--- src/rtl/pipe_stage_buf.sv ---
// Pipeline-stage register with valid/ready handshake and a two-entry (main + skid) buffer.
// in_ready is registered so there is no combinational out_ready -> in_ready path.
module pipe_stage_buf #(
  parameter int unsigned       DATA_W  = 32,
  parameter logic [DATA_W-1:0] NOP_VAL = '0
) (
  input  logic              clk_i,
  input  logic              rst_i,
  input  logic              flush_i,
  input  logic              in_valid_i,
  output logic              in_ready_o,
  input  logic [DATA_W-1:0] in_data_i,
  output logic              out_valid_o,
  input  logic              out_ready_i,
  output logic [DATA_W-1:0] out_data_o,
  output logic [1:0]        occupancy_o
);

  logic              m_valid_q, m_valid_d;
  logic [DATA_W-1:0] m_data_q, m_data_d;
  logic              s_valid_q, s_valid_d;
  logic [DATA_W-1:0] s_data_q, s_data_d;
  logic              in_ready_q, in_ready_d;

  logic accept;
  logic emit;

  assign accept = in_valid_i & in_ready_q;
  assign emit   = m_valid_q & out_ready_i;

  always_comb begin
    m_valid_d = m_valid_q;
    m_data_d  = m_data_q;
    s_valid_d = s_valid_q;
    s_data_d  = s_data_q;

    if (flush_i) begin
      m_valid_d = 1'b0;
      m_data_d  = NOP_VAL;
      s_valid_d = 1'b0;
    end else if (!m_valid_q || emit) begin
      if (s_valid_q) begin
        m_valid_d = 1'b1;
        m_data_d  = s_data_q;
        s_valid_d = 1'b0;
      end else if (accept) begin
        m_valid_d = 1'b1;
        m_data_d  = in_data_i;
      end else begin
        // Bubble: main always shows the NOP payload when empty.
        m_valid_d = 1'b0;
        m_data_d  = NOP_VAL;
      end
    end else if (accept) begin
      s_valid_d = 1'b1;
      s_data_d  = in_data_i;
    end

    // Mirrors !skid.valid but from its own flop so in_ready is a direct register output.
    in_ready_d = ~s_valid_d;
  end

  always_ff @(posedge clk_i) begin
    if (rst_i) begin
      m_valid_q  <= 1'b0;
      m_data_q   <= NOP_VAL;
      s_valid_q  <= 1'b0;
      s_data_q   <= NOP_VAL;
      in_ready_q <= 1'b1;
    end else begin
      m_valid_q  <= m_valid_d;
      m_data_q   <= m_data_d;
      s_valid_q  <= s_valid_d;
      s_data_q   <= s_data_d;
      in_ready_q <= in_ready_d;
    end
  end

  assign in_ready_o  = in_ready_q;
  assign out_valid_o = m_valid_q;
  assign out_data_o  = m_data_q;
  assign occupancy_o = {1'b0, m_valid_q} + {1'b0, s_valid_q};

endmodule

--- config.mk ---
export PLATFORM = sky130hd
export DESIGN_NAME = pipe_stage_buf
export DESIGN_NICKNAME = d
export VERILOG_FILES = /design/src/rtl/pipe_stage_buf.sv
export SDC_FILE = /design/constraint.sdc
export NUM_CORES = 1
export LEC_CHECK = 0
export ABC_AREA = 1
export BUFFER_PORTS_ARGS = -buffer_cell sky130_fd_sc_hd__buf_2
export CORE_UTILIZATION = 48
export CTS_CLUSTER_DIAMETER = 30
export CTS_CLUSTER_SIZE = 8
export DETAILED_ROUTE_END_ITERATION = 10
export GPL_ROUTABILITY_DRIVEN = 0
export GPL_TIMING_DRIVEN = 0
export PLACE_DENSITY = 0.76
export REMOVE_ABC_BUFFERS = 1
export SYNTH_ARGS = -nofsm -noshare
export SYNTH_HDL_FRONTEND = slang
export SYNTH_SLANG_ARGS = --single-unit
export TNS_END_PERCENT = 1
--- constraint.sdc ---
create_clock -name clk_i -period 1.1 [get_ports clk_i]
set_clock_uncertainty 0.2 [all_clocks]
set_input_delay 0.275 -clock clk_i [delete_from_list [all_inputs] [get_ports clk_i]]
set_output_delay 0.275 -clock clk_i [all_outputs]
set_load 0.05 [all_outputs]
==> flow_summary.toml <==
[final_layout]
area_delta_synth_final_pct = 41.03
finalNetCount = 550
n_antenna_cell = 0
drive_above_1_share = 0.3133
final_cells = 592

[worst_setup_path]
cp_top_family = "flip-flops"
cp_max_fo = 4
cp_slowest_cell = "dfxtp_4"
path_cells = "ha_4, buf_8"
crit_arrival_ns = 1.17
cp-start-kind = "register"
critPathCaptureType = "output pin"
max_stage_delay_ns = 0.38
timing.critical_path.buf_inv = 1
crit_type = "register to output pin"
required_ns = 0.62

[timing]
rsz0062_at_grt = "true"
finalSetupViolCount = 103
worst_slack_ns = -0.5411
post-route-min-period_ns = 1.641
setup_tns_ns = -33.26
maxSlewHeadroom = 0.2940
holdWs_ns = 0.05688
hold_viol = 0
slew_viol_final = 0
timing.fmax_mhz = 609.3
tightestPinTransition_ns = 1.058
finalCritPeriodShare = 1.492

[global_routing]
antenna_found_initial = 0
grt_pass1_wl_mm = 12.98
grt_max_degree = 68
grt_usage = 0.2679
grt-ovfl-total = 0
grt_pass1_vias = 2833

[synthesis]
syn_area_sq_um = 2949
synth_seq_cells = 67
ys_seq_area_frac = 0.4548
yosysTopAreaCell = "dfxtp_1"
synth.most_common_cell = "nand2_1"
synth_edf_count = 0
yosys-top-cells-area = "dfxtp_1 (45%), nand2_1 (12%), nor2_1 (11%), nand3_1 (8.8%), o21ai_0 (4.8%)"
syn_avg_cell_area_sq_um = 6.795
async_flop_share = 0
synth.cells.most_frequent = "nand2_1 (97), nor2_1 (86), dfxtp_1 (67)"
ys_warn_count = 0
synthFlopType = "dfxtp_1"
postSynthCellCount = 434
synth.distinct_cells = 20
synth_top_area_share = 0.4548

[cts]
clockBufferDepth = 2
cts.sinks = 67
cts_tree = "built"
clk_pin_slew_ns = 0.07
hold_buffers = 0
cts-buffers-inserted = 9
h-tree-depth = 3
clock_latency_ns = 0.35
cts-root-buf = "clkbuf_8"

[die]
initial_core_util = 0.4981
coreArea_sq_um = 5921
rows = 28
die_h_um = 80.39
die_area_sq_um = 6462
io_pins = 73
fp.dieW_um = 80.39

[route]
drc = 0
routed_wirelength_mm = 8.649
wl_per_cell_um = 14.61
first_iter_violations = 278
route.vias.total = 3139
viasPerCell = 5.302
dr.pass1.iters = 5
ant_nets = 0

[pwr]
leakage_uw = 0.001926
power_density_nw_per_um2 = 1277
vdd_ir_drop_max_uv = 799.8

[run_status]
violations = "setup timing"
status = "finished, violations left"

[min_path]
hold_path.class = "primary input to register"

[run]
drv_cap = 0

[placement]
numPortBuffers = 72
dp_cells = 551
hpwl_mm = 3.877
[worst register-to-register path: stages, from the launching register on]
cell and delay (ns):
dfxtp_4 0.40, buf_12 0.11, nand2_8 0.16, nor2_4 0.17
buf_4 0.17, nand3_1 0.08, nand2_1 0.07, nor2_1 0.06
[logic make-up after synthesis]
kind of cell	count (synthesis)	synth area share
adders and majority gates	1	0.004242
DFF	67	0.4548
AOI/OAI and AO/OA	57	0.09843
buffers and inverters	69	0.1103
and+or+nand+nor	240	0.3322
[placed cells by master, fill, tap and decap left out, types with 3 or more instances in the layout]
cell / Yosys / final
buf_4: 6 / 14
nor2_1: 86 / 85
nand3_1: 52 / 50
o21ai_1: 15 / 15
nand2_4: 0 / 3
buf_12: 0 / 5
buf_6: 3 / 8
buf_2: 17 / 36
inv_1: 37 / 36
nand2_1: 97 / 96
nor2_4: 0 / 4
clkbuf_8: 0 / 13
dfxtp_4: 0 / 3
dfxtp_1: 67 / 32
a21oi_1: 12 / 10
buf_8: 0 / 28
o21ai_0: 28 / 27
dfxtp_2: 0 / 32
[sequential cells by signal (all words and copies together) (netlist names)]
register	flops
out_valid_o	1
s_data_q	32
s_valid_q	1
out_data_o	32
in_ready_o	1
[stage by stage]
step                      power [uW]  setup slack (ns)  instance area, sq um  utilization
final                           5313           -0.5411                  4159       0.7025
after CTS                       5242           -0.5063                  4003       0.6760
after global routing            5517           -0.5641                  4159       0.7025
after detailed placement        3151            -1.876                  3226       0.5448
after floorplan                 2971            -1.517                  2770            -
after global placement          3142            -2.075                  3224       0.5446
[path summary, 6_finish.rpt]
path,start,endpoint,slack (ns),depth (start not counted)
hold / removal,in_data_i[26],s_data_q[26]$_SDFFE_PP0P_,0.06,5
hold reg to reg,s_data_q[19]$_SDFFE_PP0P_,s_data_q[19]$_SDFFE_PP0P_,0.27,2
setup / recovery,s_valid_q$_SDFF_PP0_,occupancy_o[0],-0.54,2
setup reg to reg,out_valid_o$_SDFFE_PP0P_,s_data_q[27]$_SDFFE_PP0P_,-0.43,7
[repair_timing]
action | CTS | global route
resized for setup | 135 | 27
pin swaps | 14 | 11
buffers inserted | 17 | 3
cloned | 4 | 1
endpoints found under the setup margin | 103 | 103
[layer usage]
layer,track usage,vias to the layer above,share of wire
met2,0.4525,147,0.50
met5,0,-,0
li1,-,1520,-
met3,0.06932,19,0.084
met1,0.3195,1453,0.40
met4,0.1125,0,0.020
[where the power goes]
part / internal [uW] / switching (uW)
Sequential: 2490 / 47.3
Clock: 1070 / 937
Combinational: 305 / 472
Total: 3860 / 1460
[cell type report]
type	instances	area (sq um)
timing repair inverter	1	7.507
inverter	39	157.7
timing repair buffer	92	903.4
multi-input combinational	302	1413
tap	75	93.84
fill	474	1762
clock inverter	1	5.005
sequential	67	1393
clock buffer	15	186.4
Note: power is estimated with default switching activity, not from simulation.
